===== src/rtl/sap_mem_arbiter_if.sv =====
`default_nettype none
// ============================================================================
// Module      : sap_mem_arbiter_if
// Description : Requester handshakes and RAM strobe bundle for sap_mem_arbiter.
// Revision    : 1.0 - initial release
// ============================================================================
interface sap_mem_arbiter_if #(
    parameter int ADDR_W = 4,
    parameter int DATA_W = 8
);
    logic              prog_mode;

    logic              cpu_req;
    logic              cpu_we;
    logic [ADDR_W-1:0] cpu_addr;
    logic [DATA_W-1:0] cpu_wdata;
    logic              cpu_ack;
    logic [DATA_W-1:0] cpu_rdata;
    logic              cpu_stall;

    logic              ldr_req;
    logic              ldr_we;
    logic [ADDR_W-1:0] ldr_addr;
    logic [DATA_W-1:0] ldr_wdata;
    logic              ldr_ack;
    logic [DATA_W-1:0] ldr_rdata;

    logic              ram_en;
    logic              ram_we;
    logic [ADDR_W-1:0] ram_addr;
    logic [DATA_W-1:0] ram_wdata;
    logic [DATA_W-1:0] ram_rdata;

    logic              busy;
    logic              owner_ldr;

    // Arbiter side of the bundle
    modport slave (
        input  prog_mode,
        input  cpu_req, cpu_we, cpu_addr, cpu_wdata,
        output cpu_ack, cpu_rdata, cpu_stall,
        input  ldr_req, ldr_we, ldr_addr, ldr_wdata,
        output ldr_ack, ldr_rdata,
        output ram_en, ram_we, ram_addr, ram_wdata,
        input  ram_rdata,
        output busy, owner_ldr
    );

    // Requesters plus RAM side of the bundle
    modport master (
        output prog_mode,
        output cpu_req, cpu_we, cpu_addr, cpu_wdata,
        input  cpu_ack, cpu_rdata, cpu_stall,
        output ldr_req, ldr_we, ldr_addr, ldr_wdata,
        input  ldr_ack, ldr_rdata,
        input  ram_en, ram_we, ram_addr, ram_wdata,
        output ram_rdata,
        input  busy, owner_ldr
    );
endinterface
`default_nettype wire


===== src/rtl/sap_mem_arbiter.sv =====
`default_nettype none
// ============================================================================
// Module      : sap_mem_arbiter
// Description : Round-robin arbiter sharing the SAP program/data RAM between
//               the CPU and the front-panel program loader.
// Revision    : 1.0 - initial release
// ============================================================================
module sap_mem_arbiter #(
    parameter int ADDR_W = 4,
    parameter int DATA_W = 8
) (
    input wire            clock,
    input wire            reset,
    sap_mem_arbiter_if.slave bus
);

    typedef enum logic [1:0] {
        ST_IDLE   = 2'd0,
        ST_ACCESS = 2'd1,
        ST_RESP   = 2'd2
    } state_t;

    state_t            r_state;
    state_t            w_next_state;

    logic              r_owner_ldr;
    logic              r_rr_last_ldr;
    logic              r_we;
    logic [ADDR_W-1:0] r_addr;
    logic [DATA_W-1:0] r_wdata;
    logic [DATA_W-1:0] r_cpu_rdata;
    logic [DATA_W-1:0] r_ldr_rdata;

    logic              w_cpu_elig;
    logic              w_ldr_elig;
    logic              w_grant;
    logic              w_grant_ldr;
    logic              w_access;
    logic              w_resp;
    logic              w_cpu_ack;
    logic              w_ldr_ack;

    assign w_cpu_elig = bus.cpu_req & ~bus.prog_mode;
    assign w_ldr_elig = bus.ldr_req;

    // State register
    always_ff @(posedge clock) begin
        if (reset) begin
            r_state <= ST_IDLE;
        end else begin
            r_state <= w_next_state;
        end
    end

    // Next-state and grant decision; in RESP only the other requester may
    // chain straight into a new access.
    always_comb begin
        w_next_state = r_state;
        w_grant      = 1'b0;
        w_grant_ldr  = 1'b0;
        case (r_state)
            ST_IDLE: begin
                if (w_cpu_elig || w_ldr_elig) begin
                    w_grant      = 1'b1;
                    w_grant_ldr  = w_ldr_elig && (!w_cpu_elig || !r_rr_last_ldr);
                    w_next_state = ST_ACCESS;
                end
            end
            ST_ACCESS: begin
                w_next_state = ST_RESP;
            end
            ST_RESP: begin
                w_next_state = ST_IDLE;
                if (r_owner_ldr ? w_cpu_elig : w_ldr_elig) begin
                    w_grant      = 1'b1;
                    w_grant_ldr  = ~r_owner_ldr;
                    w_next_state = ST_ACCESS;
                end
            end
            default: begin
                w_next_state = ST_IDLE;
            end
        endcase
    end

    // Access capture, round-robin pointer and read-data holding registers
    always_ff @(posedge clock) begin
        if (reset) begin
            r_owner_ldr   <= 1'b0;
            r_rr_last_ldr <= 1'b1;
            r_we          <= 1'b0;
            r_addr        <= '0;
            r_wdata       <= '0;
            r_cpu_rdata   <= '0;
            r_ldr_rdata   <= '0;
        end else begin
            if (w_resp) begin
                r_rr_last_ldr <= r_owner_ldr;
                if (!r_we) begin
                    if (r_owner_ldr) begin
                        r_ldr_rdata <= bus.ram_rdata;
                    end else begin
                        r_cpu_rdata <= bus.ram_rdata;
                    end
                end
            end
            if (w_grant) begin
                r_owner_ldr <= w_grant_ldr;
                r_we        <= w_grant_ldr ? bus.ldr_we    : bus.cpu_we;
                r_addr      <= w_grant_ldr ? bus.ldr_addr  : bus.cpu_addr;
                r_wdata     <= w_grant_ldr ? bus.ldr_wdata : bus.cpu_wdata;
            end
        end
    end

    assign w_access  = (r_state == ST_ACCESS);
    assign w_resp    = (r_state == ST_RESP);
    assign w_cpu_ack = w_resp & ~r_owner_ldr;
    assign w_ldr_ack = w_resp &  r_owner_ldr;

    assign bus.ram_en    = w_access;
    assign bus.ram_we    = w_access & r_we;
    assign bus.ram_addr  = r_addr;
    assign bus.ram_wdata = r_wdata;

    assign bus.cpu_ack   = w_cpu_ack;
    assign bus.ldr_ack   = w_ldr_ack;
    assign bus.cpu_stall = bus.cpu_req & ~w_cpu_ack;

    // RAM data arrives in the RESP cycle, so read data bypasses the holding
    // register to be valid together with the ack.
    assign bus.cpu_rdata = (w_cpu_ack && !r_we) ? bus.ram_rdata : r_cpu_rdata;
    assign bus.ldr_rdata = (w_ldr_ack && !r_we) ? bus.ram_rdata : r_ldr_rdata;

    assign bus.busy      = ~(r_state == ST_IDLE);
    assign bus.owner_ldr = r_owner_ldr;

endmodule
`default_nettype wire

===== src/flat_wrapper.sv =====
// flat-port wrapper written by rule: the top's interface ports become plain ports
module sap_mem_arbiter_flat 
#(
    parameter int ADDR_W = 4,
    parameter int DATA_W = 8
)
  (clock, reset, bus_prog_mode, bus_cpu_req, bus_cpu_we, bus_cpu_addr, bus_cpu_wdata, bus_cpu_ack, bus_cpu_rdata, bus_cpu_stall, bus_ldr_req, bus_ldr_we, bus_ldr_addr, bus_ldr_wdata, bus_ldr_ack, bus_ldr_rdata, bus_ram_en, bus_ram_we, bus_ram_addr, bus_ram_wdata, bus_ram_rdata, bus_busy, bus_owner_ldr);
  sap_mem_arbiter_if #(.ADDR_W(ADDR_W), .DATA_W(DATA_W)) bus_i ();
  input wire clock;
  input wire reset;
  input wire logic [$bits(bus_i.prog_mode)-1:0] bus_prog_mode;
  input wire logic [$bits(bus_i.cpu_req)-1:0] bus_cpu_req;
  input wire logic [$bits(bus_i.cpu_we)-1:0] bus_cpu_we;
  input wire logic [$bits(bus_i.cpu_addr)-1:0] bus_cpu_addr;
  input wire logic [$bits(bus_i.cpu_wdata)-1:0] bus_cpu_wdata;
  output wire logic [$bits(bus_i.cpu_ack)-1:0] bus_cpu_ack;
  output wire logic [$bits(bus_i.cpu_rdata)-1:0] bus_cpu_rdata;
  output wire logic [$bits(bus_i.cpu_stall)-1:0] bus_cpu_stall;
  input wire logic [$bits(bus_i.ldr_req)-1:0] bus_ldr_req;
  input wire logic [$bits(bus_i.ldr_we)-1:0] bus_ldr_we;
  input wire logic [$bits(bus_i.ldr_addr)-1:0] bus_ldr_addr;
  input wire logic [$bits(bus_i.ldr_wdata)-1:0] bus_ldr_wdata;
  output wire logic [$bits(bus_i.ldr_ack)-1:0] bus_ldr_ack;
  output wire logic [$bits(bus_i.ldr_rdata)-1:0] bus_ldr_rdata;
  output wire logic [$bits(bus_i.ram_en)-1:0] bus_ram_en;
  output wire logic [$bits(bus_i.ram_we)-1:0] bus_ram_we;
  output wire logic [$bits(bus_i.ram_addr)-1:0] bus_ram_addr;
  output wire logic [$bits(bus_i.ram_wdata)-1:0] bus_ram_wdata;
  input wire logic [$bits(bus_i.ram_rdata)-1:0] bus_ram_rdata;
  output wire logic [$bits(bus_i.busy)-1:0] bus_busy;
  output wire logic [$bits(bus_i.owner_ldr)-1:0] bus_owner_ldr;
  assign bus_i.prog_mode = bus_prog_mode;
  assign bus_i.cpu_req = bus_cpu_req;
  assign bus_i.cpu_we = bus_cpu_we;
  assign bus_i.cpu_addr = bus_cpu_addr;
  assign bus_i.cpu_wdata = bus_cpu_wdata;
  assign bus_cpu_ack = bus_i.cpu_ack;
  assign bus_cpu_rdata = bus_i.cpu_rdata;
  assign bus_cpu_stall = bus_i.cpu_stall;
  assign bus_i.ldr_req = bus_ldr_req;
  assign bus_i.ldr_we = bus_ldr_we;
  assign bus_i.ldr_addr = bus_ldr_addr;
  assign bus_i.ldr_wdata = bus_ldr_wdata;
  assign bus_ldr_ack = bus_i.ldr_ack;
  assign bus_ldr_rdata = bus_i.ldr_rdata;
  assign bus_ram_en = bus_i.ram_en;
  assign bus_ram_we = bus_i.ram_we;
  assign bus_ram_addr = bus_i.ram_addr;
  assign bus_ram_wdata = bus_i.ram_wdata;
  assign bus_i.ram_rdata = bus_ram_rdata;
  assign bus_busy = bus_i.busy;
  assign bus_owner_ldr = bus_i.owner_ldr;
  sap_mem_arbiter #(.ADDR_W(ADDR_W), .DATA_W(DATA_W)) u_core (.clock(clock), .reset(reset), .bus(bus_i));
endmodule

===== config.mk =====
export PLATFORM = sky130hd
export DESIGN_NAME = sap_mem_arbiter_flat
export DESIGN_NICKNAME = d
export VERILOG_FILES = /design/src/rtl/sap_mem_arbiter_if.sv /design/src/rtl/sap_mem_arbiter.sv /design/src/flat_wrapper.sv
export SDC_FILE = /design/constraint.sdc
export NUM_CORES = 1
export LEC_CHECK = 0
export ABC_AREA = 1
export ABC_CLOCK_PERIOD_IN_PS = 2950
export CORE_ASPECT_RATIO = 1.4
export CORE_MARGIN = 10
export CORE_UTILIZATION = 46
export CTS_CLUSTER_DIAMETER = 200
export DETAILED_ROUTE_END_ITERATION = 10
export PLACE_DENSITY = 0.87
export SYNTH_ARGS = -nofsm -noshare
export SYNTH_HDL_FRONTEND = slang
export SYNTH_SLANG_ARGS = --single-unit

===== constraint.sdc =====
create_clock -name clock -period 2.95 [get_ports clock]
set_input_delay 0.295 -clock clock [delete_from_list [all_inputs] [get_ports clock]]
set_output_delay 0.295 -clock clock [all_outputs]
set_load 0.005 [all_outputs]

Word-level counts from Yosys, hierarchy flattened. Cells that the tools add are included.

Bitwise gates (word level): 10. Multiplexer cells: 15. Equality and inequality tests: 3. Reduce and logical (&&, ||, !) cells: 11.

Operators with widths (number): 8-bit two-way mux (3); 1-bit two-way mux (7); 2-bit case mux with 3 select lines (1); 3-bit AND reduction (2); 1-bit bitwise AND (5); 1-bit inverter (5); 4-bit two-way mux (1); 1-bit case mux with 2 select lines (2); 1-bit logical AND (3); 1-bit logical NOT (3); 2-bit by 1-bit equality test with 1-bit output (second input constant) (1); 2-bit equality test (second input constant) (1); 2-bit logical NOT (1); 1-bit logical OR (2); 2-bit two-way mux (1); 2-bit by 1-bit != test with 1-bit output (second input constant) (1).

Output and inout port bits: 35. Register bits: 33. Logic and storage cells: 47.

Depth between registers and ports, before layout.
Depth after elaboration: 8. Gate-level depth with buffers: 10. Depth with buffers taken out: 9.

Least setup slack after synthesis. No wires, ideal clock.

Path kind: reg2out. Start: reg u_core.r_state[1]. End: out bus_ldr_rdata[5]. Required time: 2.655 ns. Arrival time: 1.128 ns. Path buffers: 1. Cell stages (with the launch flop): 9. Path slack: 1.527 ns. Cell sequence: dfxtp_1 inv_1 nor2_4 inv_2 nor2_4 nand2_2 buf_6 o21ai_2 inv_1.

Word-level cells in the longest chain between the ends: 4.

RTL lines: start: declaration (line sap_mem_arbiter.sv:23) `state_t r_state;`; start signal: assignment (line sap_mem_arbiter.sv:51) `r_state <= w_next_state;`; 2-bit equality test (line sap_mem_arbiter.sv:117) `assign w_resp = (r_state == ST_RESP);`; 1-bit bitwise AND (line sap_mem_arbiter.sv:119) `assign w_ldr_ack = w_resp & r_owner_ldr;`; via bus_ldr_ack (line flat_wrapper.sv:23) `output wire logic [$bits(bus_i.ldr_ack)-1:0] bus_ldr_ack;`; 1-bit logical AND (line sap_mem_arbiter.sv:133) `assign bus.ldr_rdata = (w_ldr_ack && !r_we) ? bus.ram_rdata : r_ldr_rdata;`; 8-bit two-way mux (line sap_mem_arbiter.sv:133); end: declaration (line flat_wrapper.sv:24) `output wire logic [$bits(bus_i.ldr_rdata)-1:0] bus_ldr_rdata;`.

The timed path passes the listed nets, and every way through them passes these cells.

Worst setup path in the final report.
Start: reg u_core.r_state[1]. End: out bus_cpu_rdata[4].

Word-level cells in the longest chain between the ends: 4.

RTL lines: 2-bit equality test (line sap_mem_arbiter.sv:117); 1-bit bitwise AND (line sap_mem_arbiter.sv:118) `assign w_cpu_ack = w_resp & ~r_owner_ldr;`; 1-bit logical AND (line sap_mem_arbiter.sv:132) `assign bus.cpu_rdata = (w_cpu_ack && !r_we) ? bus.ram_rdata : r_cpu_rdata;`; 8-bit two-way mux (line sap_mem_arbiter.sv:132); end: declaration (line flat_wrapper.sv:17) `output wire logic [$bits(bus_i.cpu_rdata)-1:0] bus_cpu_rdata;`.

Every way passes these cells.

==> results.py <==
metrics = {
    "status": {
        "outcome": "finished clean",
    },
    "logic_synthesis": {
        "netlist-cell-type-count": 18,
        "synth_nets": 318,
        "synth_edf_count": 0,
        "yosysMostFrequentCell": "inv_1",
        "synth_xor_area_share_pct": 0,
        "synthAdderAreaFrac_pct": 0,
        "synth_simple_gate_area_share_pct": 33.74,
        "yosys_warnings": 0,
        "synth_area_mm2": 0.001832,
        "synth_top_family_by_area": "simple AND/OR/NAND/NOR gates",
        "seq_area_frac_synth_pct": 36.07,
        "synthCells": 279,
        "synth_seq_cells": 33,
        "synth.area.top_cells": "dfxtp_1, inv_1, nand2_1, nand3_1, o21ai_2",
        "avgSynthCellArea_um2": 6.565,
        "ys_async_sr_fraction_pct": 0,
        "ys.flop_type": "dfxtp_1",
        "ys_top_cells_by_count": "inv_1, nand2_1, nand3_1",
        "synth_top_area_share_pct": 36.07,
        "synth.mux.area_fraction_pct": 0,
        "synth_area_leader_cell": "dfxtp_1",
        "synth_compound_area_share_pct": 9.016,
    },
    "power_and_ir_drop": {
        "pwr-share-clk_pct": 30.8,
        "peakVddDrop_v": 0.0004038,
        "p_per_area_mw_per_mm2": 458.9,
        "intPower_w": 0.0008720,
        "netSwitchingPower_w": 0.0003452,
        "p_comb_share_pct": 28.3,
        "power_leakage_nw": 1.457,
        "p_seq_share_pct": 41.0,
        "switching_share_pct": 28.36,
    },
    "global_route": {
        "antenna_found_initial": 0,
        "globalRouteTotalUtil_pct": 13.56,
        "grt_overflow": 0,
        "grt_pass1_vias": 1691,
        "grt_max_degree": 22,
        "grt_pass1_wl_mm": 7.569,
    },
    "run": {
        "cap_violations": 0,
    },
    "worst_setup_path": {
        "required_ps": 2650,
        "cp_max_fo": 16,
        "crit_path_end_kind": "primary output",
        "critical_path.max_stage_delay_ps": 500,
        "path_cells": "inv_1 > nor2_4 > inv_2 > nor2_4 > nand2_2 > nand2_1 > o21ai_2 > inv_1 > clkdlybuf4s50_1",
        "slowest_stage": "clkdlybuf4s50_1",
        "path_class": "flop to primary output",
        "rrSetupSlack_ps": 1340,
        "critical_path_arrival_ps": 2020,
        "cp-start-kind": "flop",
        "reg2reg_depth": 6,
    },
    "clock_tree": {
        "clock_sinks": 33,
        "clock_latency_ps": 280,
        "ctsHoldBuffers": 0,
        "postCtsSetupBuffers": 0,
        "cts_inserted_buffers": 5,
        "root_buffer": "clkbuf_8",
        "cts_resized": 0,
        "clockBufferDepth": 2,
        "path_clk_slew_ps": 70,
        "cts_tree": "yes",
        "htreeDepth": 2,
    },
    "routing": {
        "vias": 1792,
        "ant_nets": 0,
        "viasPerCell": 4.548,
        "wire_per_inst_um": 11.72,
        "wl_mm": 4.616,
        "first_pass_iters": 4,
        "drc": 0,
        "drtIter0Drc": 81,
    },
    "placed_design": {
        "routabilityCongestion": 0.7623,
        "place_area_mm2": 0.002551,
        "port_buffers": 73,
        "hpwl_mm": 3.676,
    },
    "finish": {
        "final_area_mm2": 0.002653,
        "nets": 389,
        "syn2layout_area_growth_pct": 44.81,
        "nFillCells": 344,
        "n_antenna_cell": 0,
        "drive_gt1_share_pct": 12.54,
    },
    "sta": {
        "finClkSkew_ps": 4.453,
        "setup_tns_ps": 0,
        "setup_violations": 0,
        "drv_slew": 0,
        "fin_crit_sh_pct": 78.43,
        "relSlewSlack_pct": 59.54,
        "tightestPinTransition_ps": 605.5,
        "hold_viol": 0,
        "period_minus_slack_ps": 2314,
        "max_freq_ghz": 0.4322,
        "rsz0062_at_grt": "no",
    },
    "min_path": {
        "worstHoldPathType": "flop to flop",
        "hold_path_depth": 2,
    },
    "floorplanning": {
        "die_area_mm2": 0.006942,
        "rows": 27,
        "io_pins": 74,
        "die_x_um": 73.33,
        "core_area_mm2": 0.003885,
        "start_util_pct": 47.15,
        "die_h_um": 94.67,
    },
}
-- stage by stage --
stage	setup WS [ps]	total power, W	utilization, %	instances	hold WS [ps]
floorplan	1527	0.0006889	-	279	438.2
global placement	965.7	0.0008484	65.67	386	481.5
detailed placement	920.8	0.0008550	65.67	386	491.5
CTS	600.1	0.001235	68.28	394	506.6
global route	407.0	0.001294	68.28	394	547.8
finish	636.2	0.001217	68.28	394	503.9
-- power groups by stage --
| stage | registers (W) | clock network, W | logic [W] |
|---|---|---|---|
| after floorplan | 0.000510 | 0 | 0.000179 |
| after global placement | 0.000507 | 0 | 0.000341 |
| after detailed placement | 0.000509 | 0 | 0.000346 |
| after CTS | 0.000499 | 0.000388 | 0.000349 |
| after global routing | 0.000502 | 0.000405 | 0.000386 |
| final | 0.000498 | 0.000375 | 0.000344 |
-- sequential cells by signal (all words and copies together) (netlist names) --
name / cells
u_core.bus.owner_ldr: 1
u_core.bus.ram_addr: 4
u_core.bus.ram_wdata: 8
u_core.r_cpu_rdata: 8
u_core.r_ldr_rdata: 8
u_core.r_rr_last_ldr: 1
u_core.r_state: 2
u_core.r_we: 1
-- cells in the final DEF, fill, tap and decap left out --
cell type,synthesis,final
a21oi_1,3,3
buf_4,1,2
clkbuf_8,0,7
clkdlybuf4s50_1,0,73
clkinv_2,0,1
dfxtp_1,33,33
inv_1,80,80
inv_2,2,2
nand2_1,59,59
nand2_2,5,5
nand2_4,1,1
nand3_1,41,41
nand3_2,3,3
nor2_1,16,16
nor2_2,4,4
nor2_4,3,3
o21ai_0,2,2
o21ai_2,16,16
-- per-layer routing --
metal / vias to the layer above / wire (µm) / GRT usage (%)
met5: - / 0 / 0
met4: 0 / 57 / 4.673
met3: 6 / 606 / 9.129
met2: 63 / 2089 / 21.84
met1: 766 / 1863 / 13.71
li1: 957 / - / -
-- cells by family (layout without fill, tap and decap cells) --
group | Yosys count | in the layout
and+or+nand+nor | 132 | 132
DFF | 33 | 33
AOI/OAI and AO/OA | 21 | 21
buffers and inverters | 93 | 165
-- layout make-up --
class                   count  area, µm²  area share, %
multi-input cells         153      783.3          29.53
repair buffers             75      745.7          28.11
flip-flops and latches     33      660.6          24.91
inverters                  82      307.8          11.60
clock buffers               7      96.34          3.632
well taps                  43      53.80          2.028
clock inverters             1      5.005         0.1887
-- final timing paths --
| path | startpoint | endpoint |
|---|---|---|
| worst max-delay path | u_core.r_state[1] | bus_cpu_rdata[4] |
| worst min-delay path | u_core.r_rr_last_ldr | u_core.r_rr_last_ldr |
| worst max register to register | u_core.r_state[0] | u_core.bus.ram_wdata[1] |
| worst min register to register | u_core.r_rr_last_ldr | u_core.r_rr_last_ldr |
-- worst max-delay path: cells and delay by family, from the launching register on --
| kind | cells | cell delay (ps) |
|---|---|---|
| compound gates | 1 | 70 |
| simple gates | 4 | 600 |
| flops | 1 | 350 |
| buf+inv | 4 | 730 |
Note: power is estimated with default switching activity, not from simulation.
==> edit 1: new RTL, config.mk and constraints unchanged <==
`ADDR_W` is set to 4 in 3 places; all go to 3.
--- a/src/rtl/sap_mem_arbiter_if.sv
+++ b/src/rtl/sap_mem_arbiter_if.sv
@@ -5,7 +5,7 @@
 // Revision    : 1.0 - initial release
 // ============================================================================
 interface sap_mem_arbiter_if #(
-    parameter int ADDR_W = 4,
+    parameter int ADDR_W = 3,
     parameter int DATA_W = 8
 );
     logic              prog_mode;
--- a/src/rtl/sap_mem_arbiter.sv
+++ b/src/rtl/sap_mem_arbiter.sv
@@ -6,7 +6,7 @@
 // Revision    : 1.0 - initial release
 // ============================================================================
 module sap_mem_arbiter #(
-    parameter int ADDR_W = 4,
+    parameter int ADDR_W = 3,
     parameter int DATA_W = 8
 ) (
     input wire            clock,
--- a/src/flat_wrapper.sv
+++ b/src/flat_wrapper.sv
@@ -1,7 +1,7 @@
 // flat-port wrapper written by rule: the top's interface ports become plain ports
 module sap_mem_arbiter_flat 
 #(
-    parameter int ADDR_W = 4,
+    parameter int ADDR_W = 3,
     parameter int DATA_W = 8
 )
   (clock, reset, bus_prog_mode, bus_cpu_req, bus_cpu_we, bus_cpu_addr, bus_cpu_wdata, bus_cpu_ack, bus_cpu_rdata, bus_cpu_stall, bus_ldr_req, bus_ldr_we, bus_ldr_addr, bus_ldr_wdata, bus_ldr_ack, bus_ldr_rdata, bus_ram_en, bus_ram_we, bus_ram_addr, bus_ram_wdata, bus_ram_rdata, bus_busy, bus_owner_ldr);
Ports: changed (resized bus_cpu_addr, bus_ldr_addr and bus_ram_addr); port bits go from 74 to 71. The function was not compared with the original's and may differ.
==> edit 1 against the original RTL <==
Design area down 3.7%; maximum frequency decreased by 1.1%; sequential cell count fell by 1; core utilization increased by 0.62 points; global-route usage down 0.14 points; power decreased by 5.9%; hold slack lost 0.027 ns; synthesized area fell by 2.7%; routed wire length shrank 6.5%; worst setup slack got worse by 0.025 ns; count of clock-buffer cells in the layout up 1.
==> edit 1: results (changes against the original RTL) <==
The internal reg-to-reg setup slack is 1.27 ns (was 1.34 ns). Outcome: completed (unchanged). The post-synthesis sequential area ratio is 35.9% (was 36.1%). The initial antenna violation count is 0 (unchanged). The detailed-route vias per instance is 4.46 (was 4.55). The startpoint of the worst setup timing path was u_core.r_state[1] (unchanged). The maximum fanout along the worst path is 16 (unchanged). The worst reg-to-reg path cell count is 7 (was 6). The fraction of registers with async set/reset came out at 0% (unchanged). The maximum buffer depth of the clock tree came out at 2 (unchanged). The static power due to leakage was 1.39 nW (was 1.46 nW).

The max-slew violation total from the final report came to 0 (unchanged). The number of antenna diodes came to 0 (unchanged). The hold path depth was 2 (unchanged). The remaining max-slew budget at the tightest pin is 67.3% (was 59.5%). The number of inserted filler cells in the final layout came out at 339 (was 344). The final clock skew is 0.00691 ns (was 0.00445 ns). The routed length per instance is 11.4 um (was 11.7 um). The path category of the worst min-delay check was register to register (unchanged).

The net count of the mapped netlist is 306 (was 318). Cell types with the highest counts after synthesis: 74 x inv_1, 54 x nand2_1, 36 x nand3_1 (was 80 x inv_1, 59 x nand2_1, 41 x nand3_1). The warning count from the yosys run came out at 0 (unchanged). The root buffer selected by CTS is clkbuf_8 (unchanged). The critical path data arrival time is 2.04 ns (was 2.02 ns).

The critical-path cell with the highest stage delay is clkdlybuf4s50_1 (unchanged). The number of global-route vias before repair is 1677 (was 1691). The number of resized instances in the post-cts repair step came out at 0 (unchanged).

The final-stage net count came out at 373 (was 389). The global routing usage summed across all routing layers is 13.4% (was 13.6%). The detailed router's first-iteration violation count was 30 (was 81).

The detailed-routing iteration count for the pre-antenna-repair pass came out at 4 (unchanged). The number of enable flip-flop cells after synthesis was 0 (unchanged). The port buffer count is 70 (was 73). The worst reg2reg path endpoint was u_core.bus.ram_wdata[5] (was u_core.bus.ram_wdata[1]). The wire length of the first global-routing pass is 7450 um (was 7570 um).

The number of clock buffers inserted by TritonCTS is 5 (unchanged). The number of setup buffers added after CTS is 0 (unchanged). The fraction of final layout cells with drive strength greater than 1 came out at 13.9% (was 12.5%).

The launch instance of the worst register-to-register path is u_core.r_state[0] (unchanged). The kind of cell adding the most delay to the critical path is buffers and inverters (unchanged). The maximum number of pins on one net before global-route repair came out at 22 (unchanged).

The unique cell type count in the Yosys netlist is 18 (unchanged). The capturing instance or port of the critical path was bus_cpu_rdata[3] (was bus_cpu_rdata[4]). The post-DP HPWL came to 3580 um (was 3680 um). The clock-pin slew of the registers on the worst-case setup and hold paths came out at 0.07 ns (about the same). The total number of H-tree levels came out at 2 (unchanged).

The peak supply drop is 302 uV (was 404 uV). The clock latency reported for the late side of the worst-skew pair is 0.28 ns (about the same). The final weighted congestion in routability-driven placement came to 0.747 (was 0.762). Synth top area cells: dfxtp_1 36%, inv_1 16%, nand2_1 11% (was dfxtp_1 36%, inv_1 16%, nand2_1 12%).
edit 1: final cells by class:
class	instances	area share, %
Inverter	79	11.7
Sequential cell	32	25.1
Clock buffer	8	3.53
Multi-Input combinational cell	147	29.9
Timing Repair Buffer	71	27.7
Tap cell	42	2.06
edit 1: stage by stage:
stage	power [mW]	utilization, %	area [um2]	std cells	setup WS, ns
2_1_floorplan	0.667	-	1780	269	1.53
3_3_place_gp	0.817	66.5	2460	371	0.913
3_5_place_dp	0.822	66.5	2460	371	0.876
4_1_cts	1.16	68.9	2550	379	0.562
5_1_grt	1.22	68.9	2550	379	0.436
6_report	1.14	68.9	2550	379	0.612
edit 1: worst min path at each step:
stage | from | end | slack [ns]
2_1_floorplan | bus_ram_rdata[0] | u_core.r_cpu_rdata[0] | 0.44
6_report | u_core.r_rr_last_ldr | u_core.r_rr_last_ldr | 0.48
5_1_grt | u_core.r_rr_last_ldr | u_core.r_rr_last_ldr | 0.54
3_5_place_dp | u_core.r_rr_last_ldr | u_core.r_rr_last_ldr | 0.46
4_1_cts | u_core.r_rr_last_ldr | u_core.r_rr_last_ldr | 0.48
3_3_place_gp | u_core.r_rr_last_ldr | u_core.r_rr_last_ldr | 0.46
edit 1: layer usage:
metal	GRT usage, %	vias to the layer above	share of wire [%]
li1	-	919	-
met1	12.9	695	39
met2	22.0	70	46
met3	8.99	5	15
met4	5.24	0	1.1
met5	0	-	0
edit 1: power by group:
part | internal (mW) | switching, mW
combinational | 0.171 | 0.154
sequential | 0.466 | 0.0175
clock | 0.190 | 0.146
edit 1: logic make-up (layout without fill, tap and decap cells):
group / count (synthesis) / in the layout / synth area share [%]
flops: 32 / 32 / 35.9
simple gates: 126 / 126 / 33.6
buf+inv: 90 / 158 / 21.2
compound gates: 21 / 21 / 9.26
==> edit 2: new RTL, same settings <==
Without the edit above. The 3 states of `state_t` get a one-hot encoding in 3 bits.
--- a/src/rtl/sap_mem_arbiter.sv
+++ b/src/rtl/sap_mem_arbiter.sv
@@ -14,10 +14,10 @@
     sap_mem_arbiter_if.slave bus
 );
 
-    typedef enum logic [1:0] {
-        ST_IDLE   = 2'd0,
-        ST_ACCESS = 2'd1,
-        ST_RESP   = 2'd2
+    typedef enum logic [2:0] {
+        ST_IDLE   = 3'b001,
+        ST_ACCESS = 3'b010,
+        ST_RESP   = 3'b100
     } state_t;
 
     state_t            r_state;
Function: same outputs for any inputs over 10 cycles, from zero or initial values and one cycle with reset high; not proved beyond that.
==> edit 2 against the original RTL <==
Synthesized area grew 1.2%; sequential cell count grew 1; design area grew 1.1%; routed wire length grew 7.8%; power shrank 0.60%; die area grew 0.94%; worst setup slack lost 0.080 ns; largest power group unchanged.
==> edit 2: results (changes against the original RTL) <==
The number of global-route vias before repair is 1878 (was 1691). The placed cell count is 390 (was 386). The initial antenna violation count came out at 0 (unchanged). The hold path depth was 2 (unchanged). The category of the worst setup path launch point is a register (unchanged). The warning count from the yosys run was 0 (unchanged). The fraction of final layout cells with drive strength greater than 1 is 13.0% (was 12.5%). Synth top area cells: dfxtp_1 37%, inv_1 16%, nand2_1 11% (was dfxtp_1 36%, inv_1 16%, nand2_1 12%). The detailed-routing iteration count for the pre-antenna-repair pass came out at 4 (unchanged). The maximum buffer depth of the clock tree is 2 (unchanged). The total vias in the final route is 1825 (was 1792). The critical path data arrival time came to 2.10 ns (was 2.02 ns). Cell types with the highest counts after synthesis: 81 x inv_1, 56 x nand2_1, 40 x nand3_1 (was 80 x inv_1, 59 x nand2_1, 41 x nand3_1). The clock latency reported for the late side of the worst-skew pair is 0.28 ns (about the same).

The number of standard cells in the final layout excluding fillers is 398 (was 394). The number of antenna diodes is 0 (unchanged). The launch instance of the worst register-to-register path is u_core.bus.owner_ldr (was u_core.r_state[0]). The number of resized instances in the post-cts repair step is 0 (unchanged). The worst reg-to-reg path cell count was 7 (was 6).

The detailed router's first-iteration violation count came out at 93 (was 81). The average cell area after synthesis came out at 6.55 um2 (was 6.57 um2). The maximum number of pins on one net before global-route repair is 21 (was 22). The path category of the worst min-delay check is register to register (unchanged). The cell area after placement came out at 2570 um2 (was 2550 um2). The peak supply drop is 386 uV (was 404 uV). The dominant synthesized flop cell is dfxtp_1 (unchanged).

The fraction of registers with async set/reset is 0% (unchanged). The routed length per instance came out at 12.5 um (was 11.7 um). The final weighted congestion in routability-driven placement came out at 0.784 (was 0.762). The clock-pin slew of the registers on the worst-case setup and hold paths was 0.07 ns (about the same). The post-DP HPWL was 3890 um (was 3680 um).

The post-synthesis sequential area ratio was 36.7% (was 36.1%). The number of hold violations in the final report is 0 (unchanged). The root buffer selected by CTS is clkbuf_8 (unchanged).

The transition time of the tightest slew-check pin is 0.430 ns (was 0.605 ns). The maximum fanout along the worst path came out at 16 (unchanged). The global routing usage summed across all routing layers came to 14.7% (was 13.6%).

The total number of H-tree levels came out at 2 (unchanged). The final clock skew is 0.00541 ns (was 0.00445 ns). The unique cell type count in the Yosys netlist is 20 (was 18). The worst hold path startpoint was u_core.r_rr_last_ldr (unchanged). The port buffer count came to 73 (unchanged).

The net count of the mapped netlist came to 322 (was 318). The pre-CTS worst setup slack is 0.856 ns (was 0.921 ns). The number of setup buffers added after CTS came to 0 (unchanged).

Outcome: completed (unchanged). The static power due to leakage came out at 1.48 nW (was 1.46 nW). The number of clock buffers inserted by TritonCTS came out at 5 (unchanged).

The fraction of power spent switching nets came to 26.8% (was 28.4%). The wire length of the first global-routing pass was 8450 um (was 7570 um).
## edit 2: cell count changes after synthesis, moves of 2 or more
cell,before,now
nor2_4,3,0
nor2_1,16,19
buf_2,4,2
nand2_1,59,56
nand2_2,5,9
nor2_2,4,7
a21oi_1,3,1
## edit 2: path summary, 6_finish.rpt
path | to | slack, ns
worst min-delay path | u_core.r_rr_last_ldr | 0.51
worst max-delay path | bus_ldr_rdata[4] | 0.56
worst min register to register | u_core.r_rr_last_ldr | 0.51
worst max register to register | u_core.r_state[0] | 1.26
## edit 2: final cells by class
cell class	count	area [um2]
clock buffers	5	68.8
clock inverters	3	40.0
fillers	339	1240
inverters	82	308
multi-input cells	156	785
flip-flops and latches	34	681
well taps	43	53.8
repair buffers	75	746
## edit 2: cell families after synthesis
family	Yosys count	synth area share (%)
AND/OR/NAND/NOR	136	33.7
buffers and inverters	93	21.0
flip-flops	34	36.7
AO/OA/AOI/OAI	20	8.64
## edit 2: layer usage
metal	vias to the layer above	GRT usage, %	wire length [um]
li1	971	-	-
met1	778	16.0	2190
met2	74	23.2	2120
met3	2	8.21	648
met4	0	5.45	21
met5	-	0	0
## edit 2: worst max-delay path, stage by stage, from the launching register on
cell	delay [ns]
dfxtp_1	0.44
inv_1	0.13
nor2_2	0.16
nand2_2	0.27
nand2_1	0.18
o21ai_2	0.08
inv_1	0.06
clkdlybuf4s50_1	0.51
## edit 2: power by group through the flow
stage / Sequential [mW] / Combinational [mW] / Clock [mW]
after detailed placement: 0.518 / 0.287 / 0
after CTS: 0.507 / 0.288 / 0.431
after global placement: 0.516 / 0.280 / 0
after floorplan: 0.519 / 0.146 / 0
final: 0.507 / 0.284 / 0.419
after global routing: 0.510 / 0.318 / 0.450
